## src/rtl/qspi_arb_if.sv

```systemverilog
// Request / grant / engine handshake bundle for the quad-SPI bus arbiter.
// master: the arbiter side. slave: the requesters plus the transaction engine.
interface qspi_arb_if #(
  parameter int ADDR_W = 24
) ();
  logic              if_req;
  logic [ADDR_W-1:0] if_addr;
  logic              if_gnt;
  logic              if_done;
  logic              d_req;
  logic [ADDR_W-1:0] d_addr;
  logic              d_we;
  logic              d_sel;
  logic              d_gnt;
  logic              d_done;
  logic              d_err;
  logic              eng_start;
  logic [ADDR_W-1:0] eng_addr;
  logic              eng_we;
  logic              eng_sel;
  logic              eng_abort;
  logic              eng_done;

  modport master (
    input  if_req, if_addr, d_req, d_addr, d_we, d_sel, eng_done,
    output if_gnt, if_done, d_gnt, d_done, d_err,
           eng_start, eng_addr, eng_we, eng_sel, eng_abort
  );

  modport slave (
    output if_req, if_addr, d_req, d_addr, d_we, d_sel, eng_done,
    input  if_gnt, if_done, d_gnt, d_done, d_err,
           eng_start, eng_addr, eng_we, eng_sel, eng_abort
  );
endinterface

```

## src/rtl/qspi_bus_arbiter.sv

```systemverilog
// Shared quad-SPI bus arbiter: instruction fetch vs. data port.
// The data port has priority. A streak counter hands the bus to ifetch once
// MAX_DATA_STREAK data grants have gone by while ifetch was waiting.
// A CS_GAP-cycle idle gap is forced between transactions.
// Optional feature: define QSPI_ARB_TIMEOUT_EN to add a BUSY watchdog that
// aborts the engine after TIMEOUT_CYCLES and completes the owner with d_err.
module qspi_bus_arbiter #(
  parameter int ADDR_W          = 24,
  parameter int MAX_DATA_STREAK = 4,
  parameter int CS_GAP          = 2,
  parameter int TIMEOUT_CYCLES  = 4096
) (
  input logic        clk,
  input logic        rst,
  qspi_arb_if.master bus
);
  localparam int SW = $clog2(MAX_DATA_STREAK + 1);
  localparam int GW = (CS_GAP > 1) ? $clog2(CS_GAP) : 1;
  localparam logic [SW-1:0] STREAK_MAX = SW'(MAX_DATA_STREAK);
  localparam logic [GW-1:0] GAP_LAST   = GW'((CS_GAP > 0) ? CS_GAP - 1 : 0);

  typedef enum logic [1:0] {IDLE, START, BUSY, GAP} state_t;

  state_t            state, state_nxt;
  logic [GW-1:0]     gap_cnt, gap_nxt;
  logic [SW-1:0]     streak, streak_nxt;
  logic              owner_d, owner_nxt;        // 1 = data port owns the bus
  logic [ADDR_W-1:0] addr_q, addr_nxt;
  logic              we_q, we_nxt, sel_q, sel_nxt;
  logic              start_q, start_nxt;
  logic              if_gnt_q, if_gnt_nxt, d_gnt_q, d_gnt_nxt;
  logic              if_done_q, if_done_nxt, d_done_q, d_done_nxt;
  logic              err_q, err_nxt, abort_q, abort_nxt;
  logic              fin, fin_err;

`ifdef QSPI_ARB_TIMEOUT_EN
  localparam int TW = $clog2(TIMEOUT_CYCLES + 1);
  localparam logic [TW-1:0] TMO_LAST = TW'(TIMEOUT_CYCLES - 1);
  logic [TW-1:0] tmo_cnt, tmo_nxt;

  // BUSY watchdog counter
  always_ff @(posedge clk or posedge rst) begin
    if (rst) tmo_cnt <= '0;
    else     tmo_cnt <= tmo_nxt;
  end
`endif

  // FSM state register
  always_ff @(posedge clk or posedge rst) begin
    if (rst) state <= IDLE;
    else     state <= state_nxt;
  end

  // Next state, arbitration and next values of every registered output
  always_comb begin
    state_nxt   = state;
    gap_nxt     = gap_cnt;
    streak_nxt  = streak;
    owner_nxt   = owner_d;
    addr_nxt    = addr_q;
    we_nxt      = we_q;
    sel_nxt     = sel_q;
    start_nxt   = 1'b0;
    if_gnt_nxt  = if_gnt_q;
    d_gnt_nxt   = d_gnt_q;
    if_done_nxt = 1'b0;
    d_done_nxt  = 1'b0;
    err_nxt     = 1'b0;
    abort_nxt   = 1'b0;
    fin         = 1'b0;
    fin_err     = 1'b0;
`ifdef QSPI_ARB_TIMEOUT_EN
    tmo_nxt     = tmo_cnt;
`endif
    unique case (state)
      IDLE: begin
        if (bus.if_req && (!bus.d_req || streak == STREAK_MAX)) begin
          owner_nxt  = 1'b0;
          addr_nxt   = bus.if_addr;
          we_nxt     = 1'b0;
          sel_nxt    = 1'b0;
          if_gnt_nxt = 1'b1;
          streak_nxt = '0;
          start_nxt  = 1'b1;
          state_nxt  = START;
        end else if (bus.d_req) begin
          owner_nxt  = 1'b1;
          addr_nxt   = bus.d_addr;
          we_nxt     = bus.d_we;
          sel_nxt    = bus.d_sel;
          d_gnt_nxt  = 1'b1;
          // Only data grants that make ifetch wait count towards the streak
          if (!bus.if_req)              streak_nxt = '0;
          else if (streak != STREAK_MAX) streak_nxt = streak + 1'b1;
          start_nxt  = 1'b1;
          state_nxt  = START;
        end
      end
      START: begin
        // eng_done is deliberately not looked at here
        state_nxt = BUSY;
`ifdef QSPI_ARB_TIMEOUT_EN
        tmo_nxt   = '0;
`endif
      end
      BUSY: begin
        fin = bus.eng_done;
`ifdef QSPI_ARB_TIMEOUT_EN
        if (!bus.eng_done) begin
          if (tmo_cnt == TMO_LAST) begin
            fin       = 1'b1;
            fin_err   = 1'b1;
            abort_nxt = 1'b1;
          end else begin
            tmo_nxt = tmo_cnt + 1'b1;
          end
        end
`endif
        if (fin) begin
          if (owner_d) begin
            d_done_nxt = 1'b1;
            d_gnt_nxt  = 1'b0;
          end else begin
            if_done_nxt = 1'b1;
            if_gnt_nxt  = 1'b0;
          end
          err_nxt   = fin_err;
          gap_nxt   = '0;
          state_nxt = (CS_GAP == 0) ? IDLE : GAP;
        end
      end
      GAP: begin
        if (gap_cnt == GAP_LAST) state_nxt = IDLE;
        else                     gap_nxt   = gap_cnt + 1'b1;
      end
      default: state_nxt = IDLE;
    endcase
  end

  // Output and bookkeeping registers; everything clears on reset
  always_ff @(posedge clk or posedge rst) begin
    if (rst) begin
      gap_cnt   <= '0;
      streak    <= '0;
      owner_d   <= 1'b0;
      addr_q    <= '0;
      we_q      <= 1'b0;
      sel_q     <= 1'b0;
      start_q   <= 1'b0;
      if_gnt_q  <= 1'b0;
      d_gnt_q   <= 1'b0;
      if_done_q <= 1'b0;
      d_done_q  <= 1'b0;
      err_q     <= 1'b0;
      abort_q   <= 1'b0;
    end else begin
      gap_cnt   <= gap_nxt;
      streak    <= streak_nxt;
      owner_d   <= owner_nxt;
      addr_q    <= addr_nxt;
      we_q      <= we_nxt;
      sel_q     <= sel_nxt;
      start_q   <= start_nxt;
      if_gnt_q  <= if_gnt_nxt;
      d_gnt_q   <= d_gnt_nxt;
      if_done_q <= if_done_nxt;
      d_done_q  <= d_done_nxt;
      err_q     <= err_nxt;
      abort_q   <= abort_nxt;
    end
  end

  assign bus.eng_start = start_q;
  assign bus.eng_addr  = addr_q;
  assign bus.eng_we    = we_q;
  assign bus.eng_sel   = sel_q;
  assign bus.if_gnt    = if_gnt_q;
  assign bus.d_gnt     = d_gnt_q;
  assign bus.if_done   = if_done_q;
  assign bus.d_done    = d_done_q;
  assign bus.d_err     = err_q;
  assign bus.eng_abort = abort_q;
endmodule

```

## src/flat_wrapper.sv

```systemverilog
// flat-port wrapper written by rule: the top's interface ports become plain ports
module qspi_bus_arbiter_flat 
#(
  parameter int ADDR_W          = 24,
  parameter int MAX_DATA_STREAK = 4,
  parameter int CS_GAP          = 2,
  parameter int TIMEOUT_CYCLES  = 4096
)
  (clk, rst, bus_if_req, bus_if_addr, bus_d_req, bus_d_addr, bus_d_we, bus_d_sel, bus_eng_done, bus_if_gnt, bus_if_done, bus_d_gnt, bus_d_done, bus_d_err, bus_eng_start, bus_eng_addr, bus_eng_we, bus_eng_sel, bus_eng_abort);
  qspi_arb_if #(.ADDR_W(ADDR_W)) bus_i ();
  input logic clk;
  input logic rst;
  input wire logic [$bits(bus_i.if_req)-1:0] bus_if_req;
  input wire logic [$bits(bus_i.if_addr)-1:0] bus_if_addr;
  input wire logic [$bits(bus_i.d_req)-1:0] bus_d_req;
  input wire logic [$bits(bus_i.d_addr)-1:0] bus_d_addr;
  input wire logic [$bits(bus_i.d_we)-1:0] bus_d_we;
  input wire logic [$bits(bus_i.d_sel)-1:0] bus_d_sel;
  input wire logic [$bits(bus_i.eng_done)-1:0] bus_eng_done;
  output wire logic [$bits(bus_i.if_gnt)-1:0] bus_if_gnt;
  output wire logic [$bits(bus_i.if_done)-1:0] bus_if_done;
  output wire logic [$bits(bus_i.d_gnt)-1:0] bus_d_gnt;
  output wire logic [$bits(bus_i.d_done)-1:0] bus_d_done;
  output wire logic [$bits(bus_i.d_err)-1:0] bus_d_err;
  output wire logic [$bits(bus_i.eng_start)-1:0] bus_eng_start;
  output wire logic [$bits(bus_i.eng_addr)-1:0] bus_eng_addr;
  output wire logic [$bits(bus_i.eng_we)-1:0] bus_eng_we;
  output wire logic [$bits(bus_i.eng_sel)-1:0] bus_eng_sel;
  output wire logic [$bits(bus_i.eng_abort)-1:0] bus_eng_abort;
  assign bus_i.if_req = bus_if_req;
  assign bus_i.if_addr = bus_if_addr;
  assign bus_i.d_req = bus_d_req;
  assign bus_i.d_addr = bus_d_addr;
  assign bus_i.d_we = bus_d_we;
  assign bus_i.d_sel = bus_d_sel;
  assign bus_i.eng_done = bus_eng_done;
  assign bus_if_gnt = bus_i.if_gnt;
  assign bus_if_done = bus_i.if_done;
  assign bus_d_gnt = bus_i.d_gnt;
  assign bus_d_done = bus_i.d_done;
  assign bus_d_err = bus_i.d_err;
  assign bus_eng_start = bus_i.eng_start;
  assign bus_eng_addr = bus_i.eng_addr;
  assign bus_eng_we = bus_i.eng_we;
  assign bus_eng_sel = bus_i.eng_sel;
  assign bus_eng_abort = bus_i.eng_abort;
  qspi_bus_arbiter #(.ADDR_W(ADDR_W), .MAX_DATA_STREAK(MAX_DATA_STREAK), .CS_GAP(CS_GAP), .TIMEOUT_CYCLES(TIMEOUT_CYCLES)) u_core (.clk(clk), .rst(rst), .bus(bus_i));
endmodule
```

## config.mk

```make
export PLATFORM = sky130hd
export DESIGN_NAME = qspi_bus_arbiter_flat
export DESIGN_NICKNAME = d
export VERILOG_FILES = /design/src/rtl/qspi_arb_if.sv /design/src/rtl/qspi_bus_arbiter.sv /design/src/flat_wrapper.sv
export SDC_FILE = /design/constraint.sdc
export NUM_CORES = 1
export LEC_CHECK = 0
export CORE_ASPECT_RATIO = 1.1
export CORE_UTILIZATION = 45
export CTS_CLUSTER_DIAMETER = 50
export DETAILED_ROUTE_END_ITERATION = 12
export PLACE_DENSITY = 0.94
export SLEW_MARGIN = 0
export SYNTH_ARGS = -nofsm -noshare
export SYNTH_HDL_FRONTEND = slang
export SYNTH_SLANG_ARGS = --single-unit
```

## constraint.sdc

```tcl
create_clock -name clk -period 3.4 [get_ports clk]
set_input_delay 0.68 -clock clk [delete_from_list [all_inputs] [get_ports clk]]
set_output_delay 0.68 -clock clk [all_outputs]
set_load 0.01 [all_outputs]
```

* Word-level counts from Yosys, hierarchy flattened
Cells that the tools add are included.
** Word-level totals
- Register bits :: 38
- Bits in latches :: 0
- RAM bits :: 0
- Memory bits (read-only) :: 0
- Input port bits :: 55
- Logic and storage cells :: 78
- Memories kept :: 0
** Cells by class
- Add/sub/neg operators :: 2
- Multiply operators :: 0
- Div/mod/pow operators :: 0
- Magnitude comparators :: 0
- Eq/ne operators :: 14
- Shift operators :: 0
- Mux-type cells :: 37
- Bitwise logic cells :: 0
- Reduce and logical (&&, ||, !) cells :: 13
** Operator list (count)
- 24-bit 2-to-1 mux :: 2
- 1-bit 2-to-1 mux :: 23
- 3-bit 2-to-1 mux :: 4
- 2-bit 2-to-1 mux :: 4
- 2-bit inequality test, second input constant :: 4
- 2-bit case mux with 4 select lines :: 1
- 2-bit by 1-bit inequality test with 1-bit output, second input constant :: 3
- 1-bit case mux with 2 select lines :: 3
- 3-bit AND reduction :: 2
- 2-bit nonzero test :: 3
- 5-bit AND reduction :: 1
- 2-bit equality test, second input constant :: 2
- 2-bit AND reduction :: 2
- 4-bit AND reduction :: 1
- 3-bit by 1-bit adder with 3-bit output, second input constant :: 1
- 3-bit equality test, second input constant :: 1
- 3-bit by 1-bit inequality test with 1-bit output, second input constant :: 1
- 3-bit by 2-bit inequality test with 1-bit output, second input constant :: 1
- 3-bit inequality test, second input constant :: 1
- 2-bit by 1-bit equality test with 1-bit output, second input constant :: 1
- 2-bit logical NOT :: 1
- 1-bit adder, second input constant :: 1
- 1-bit logical AND :: 1
- 1-bit logical NOT :: 1
- 1-bit logical OR :: 1

* Longest topological paths before layout
- Depth in word-level cells :: 5
- Depth in mapped cells :: 8
- Depth with buffers taken out :: 6

* Worst setup path before layout
No wires, ideal clock.
- Kind :: in2reg
- Start point :: in bus_d_req
- End point :: reg u_core.addr_q[0] (netlist: u_core.bus.eng_addr[0])
- Library setup time :: 0.080 ns
- Data arrival time :: 1.532 ns
- Required time :: 3.320 ns
- Path slack :: 1.788 ns
- Cell stages on the path :: 6
- Buffers on the path :: 3
- Cells stage by stage :: a21bo_1 > buf_6 > and2_4 > buf_6 > buf_6 > o211ai_2
** On the way
- Cells in the longest elaborated chain, start to end :: 5
** Ends and longest elaborated chain
- from (decl) :: line flat_wrapper.sv:15 : input wire logic [$bits(bus_i.d_req)-1:0] bus_d_req;
- 1-bit logical NOT :: line qspi_bus_arbiter.sv:77 : if (bus.if_req && (!bus.d_req || streak == STREAK_MAX)) begin
- 1-bit logical OR :: line qspi_bus_arbiter.sv:77
- 1-bit logical AND :: line qspi_bus_arbiter.sv:77
- 2-bit nonzero test (no source line)
- 2-bit AND reduction (no source line)
- to (signal assigned) :: line qspi_bus_arbiter.sv:160 : addr_q <= addr_nxt;
- to (decl) :: line qspi_bus_arbiter.sv:28 : logic [ADDR_W-1:0] addr_q, addr_nxt;
Several ways; a longest one is shown, not always the timed one.
A chain may end at the register's enable or synchronous reset.

* Worst setup path in the final report
- Start point :: in bus_if_req
- End point :: reg u_core.addr_q[0] (netlist: u_core.bus.eng_addr[0])
** On the way
- Cells in the longest elaborated chain, start to end :: 3
** Ends and longest elaborated chain
- from (decl) :: line flat_wrapper.sv:13 : input wire logic [$bits(bus_i.if_req)-1:0] bus_if_req;
- 1-bit logical AND (*) :: line qspi_bus_arbiter.sv:77
- 2-bit nonzero test (no source line)
- 2-bit AND reduction (no source line)
Every way passes the cells marked *; elsewhere a longest branch is shown, timed or not.

==> metrics.txt <==
status complete, no violations; total iterations of the first detailed-routing run 4; routed metal-1 wire length roughly 2400 um; Hold Crit Class reg2reg; clock share of power 16.0%; Worst Reg-to-Reg Cells 7; I/O Buffers 85; instance area at placement 0.002855 sq mm; total power divided by cell area approximately 800 mW/mm^2; combinational share of power roughly half; final critical-path share of the clock period around three quarters; routability cong. 0.8280; commonest non-fill, non-tap cell in the layout clkdlybuf4s50_1; total stage count of the critical path 5; library cell contributing the largest single delay on the critical path clkinv_1; effective utilization at floorplan between 40% and 50%; area overhead of the layout relative to synthesis 47.57%; metal3 WL between 200 and 300 um; data required time at the worst endpoint between 3000 and 4000 ps; Worst path top cell family by delay buffers and inverters; number of library cell types mapped by synthesis 32; HPWL after DPL roughly 3800 um; Total Nets Final 344; Achievable Freq 0.4012 GHz; setup skew after layout between 5 and 6 ps; fraction of layout cells with a size suffix above 1 between 10% and 20%; Pwr Total between 0.002 and 0.0025 W; vias post-DR around 1.8k; type of element launching the critical path input pin; H-tree levels 2; CTS max path bufs 2; Post-DRT Antenna Nets 0; delay of the slowest critical-path stage around 660 ps; Yosys top cell by area dfrtp_1; final-report setup violation count 0; total global routing overflow 0; proportion of register bits with asynchronous set or reset after synthesis 100.0%; number of buffers added by the clock tree synthesis step 5; proportion of synthesized chip area in sequential cells a little under half; highest metal layer with signal wires met4; crit path cell chain clkdlybuf4s50_1, o21ai_2, clkinv_1, nand2_1, o211ai_2; mean instance size in the synthesized netlist 9.838 sq um; number of synthesized flops with an enable pin 0; number of max-slew violations in the final report 0; initial antenna violation count 0; Resize count post-CTS 0; Worst setup startpoint bus_if_req; CTS Sinks 38; Ports 88; P_sw a little under 0.0009 W; overall die width 65.68 um; worst hold path cell count 1; post-CTS setup buffer count 0; switching share of power a little under two fifths; largest net degree at the start of global routing 34; transition time at the pin with the least slew margin roughly 800 ps; TritonCTS clock tree yes; area share of the largest cell type after synthesis between 40 and 50%; GR Util All Layers 23.87%; clock latency on the worst-skew pair 290 ps; diode insertion count for antenna repair 0; most used flip-flop cell after synthesis dfrtp_1; hold violation count in the final report 0; Internal 0.001487 W; Flop pwr share ~33%; worst supply voltage drop on vdd a little under 0.4 mV; gate count of the mapped netlist 204; Critical path buffers and inverters 2; vias in the first global route 1,807; wire length of the first global-routing pass approximately 8500 um; overall die area between 0.004 and 0.005 sq mm; flops & latches, synth 38; max-slew headroom at the worst pin ~46%; endpoint of the lowest-slack register-to-register path u_core.bus.eng_addr[0]; DRC violation count after routing 0; Die Y-Extent slightly above 70 um; top area cells in the synthesized netlist dfrtp_1, o211ai_2, nand2_1; Setup crit end kind flop; Clock Root Buffer clkbuf_8; Crit Path Category in2reg; post-synthesis instance area roughly 0.0020 sq mm; aggregate negative setup slack 0 ps; average vias per placed instance 5.408; CTS Hold Buffers Added 0; count of maximum capacitance violations 0; startpoint of the lowest-slack register-to-register path u_core.state[0]; critical path peak fanout 27; crit path capture u_core.bus.eng_addr[0]; clock input transition at the sequential cells of the worst setup and hold paths about 70 ps; Leak roughly 1.3 nW; CP arrival between 2000 and 3000 ps; unrepaired setup endpoints after global routing false; crit path time final between 2000 and 2500 ps; flop-to-flop setup slack ~1200 ps; Yosys Warn Count 0; final design area excluding fillers between 0.002 and 0.003 sq mm; First DRT Iteration DRCs ~150; WL/cell roughly 16 um; core box area about 0.0043 sq mm; most frequent cells in the layout clkdlybuf4s50_1, nand2_1, dfrtp_1; standard-cell rows 25; Total Routed Length roughly 5500 um; met2 wire length roughly 2700 um
worst reg2reg max path, cell delays in order, from the launching register on:
cell      delay (ps)
dfrtp_1          360
inv_1             90
ha_1             200
buf_4            240
o21ai_2          130
clkinv_1         660
nand2_1          340
o211ai_2         100
worst min-delay path by stage:
stage,from,endpoint,slack [ps]
floorplan,u_core.owner_d,u_core.bus.if_done,430
global placement,u_core.owner_d,u_core.bus.if_done,460
detailed placement,u_core.owner_d,u_core.bus.if_done,450
CTS,u_core.owner_d,u_core.bus.if_done,480
global route,u_core.owner_d,u_core.bus.if_done,510
finish,u_core.owner_d,u_core.bus.if_done,470
flip-flops by register name, indices dropped and copies added, names as in the netlist:
signal,count
u_core.bus.eng_addr,24
u_core.streak,3
u_core.state,2
u_core.bus.d_done,1
u_core.bus.d_gnt,1
u_core.bus.eng_sel,1
u_core.bus.eng_start,1
u_core.bus.eng_we,1
u_core.bus.if_done,1
u_core.bus.if_gnt,1
u_core.gap_cnt,1
u_core.owner_d,1
metal layers:
metal  vias to the layer above  track usage (%)
met5                         -                0
met4                         0            10.39
met3                        13            4.088
met2                        61            41.04
met1                       873            29.13
li1                        881                -
cell families after synthesis:
kind of cell | synth area share [%]
compound gates | 19.02
fa+ha+maj | 3.741
buf+inv | 7.044
flops | 47.38
mux | 1.060
other cells | 0.1869
simple gates | 21.57
cell usage after synthesis (3+ instances only):
master,number
buf_6,3
clkbuf_1,9
dfrtp_1,38
ha_1,6
inv_1,6
nand2_1,52
nand2b_1,3
nand3_1,4
nand4_1,24
nor2_1,4
o211ai_1,7
o211ai_2,18
o22ai_1,3
layout make-up:
type                    count  area, sq um
flip-flops and latches     38        950.9
multi-input cells         141        922.1
fillers                   327         1324
inverters                   7        26.28
clock inverters             1        30.03
repair buffers             90        888.4
clock buffers               7        76.32
well taps                  54        67.56
power groups by stage:
stage	combinational, W	sequential, W	clock, W
floorplan	0.000597	0.000852	0
global placement	0.00115	0.000778	0
detailed placement	0.00120	0.000787	0
CTS	0.00121	0.000781	0.000383
global route	0.00131	0.000804	0.000400
finish	0.00120	0.000781	0.000377
stage by stage:
step / setup WS (ps) / utilization, % / cells / hold WS [ps]
detailed placement: 704.4 / 66.63 / 330 / 451.8
global placement: 840.2 / 66.63 / 330 / 462.4
CTS: 968.3 / 69.11 / 338 / 475.8
global route: 778.7 / 69.11 / 338 / 512.2
finish: 907.4 / 69.11 / 338 / 473.2
floorplan: 1788 / - / 205 / 432.5
No activity file was read; power rests on OpenSTA's default activity.
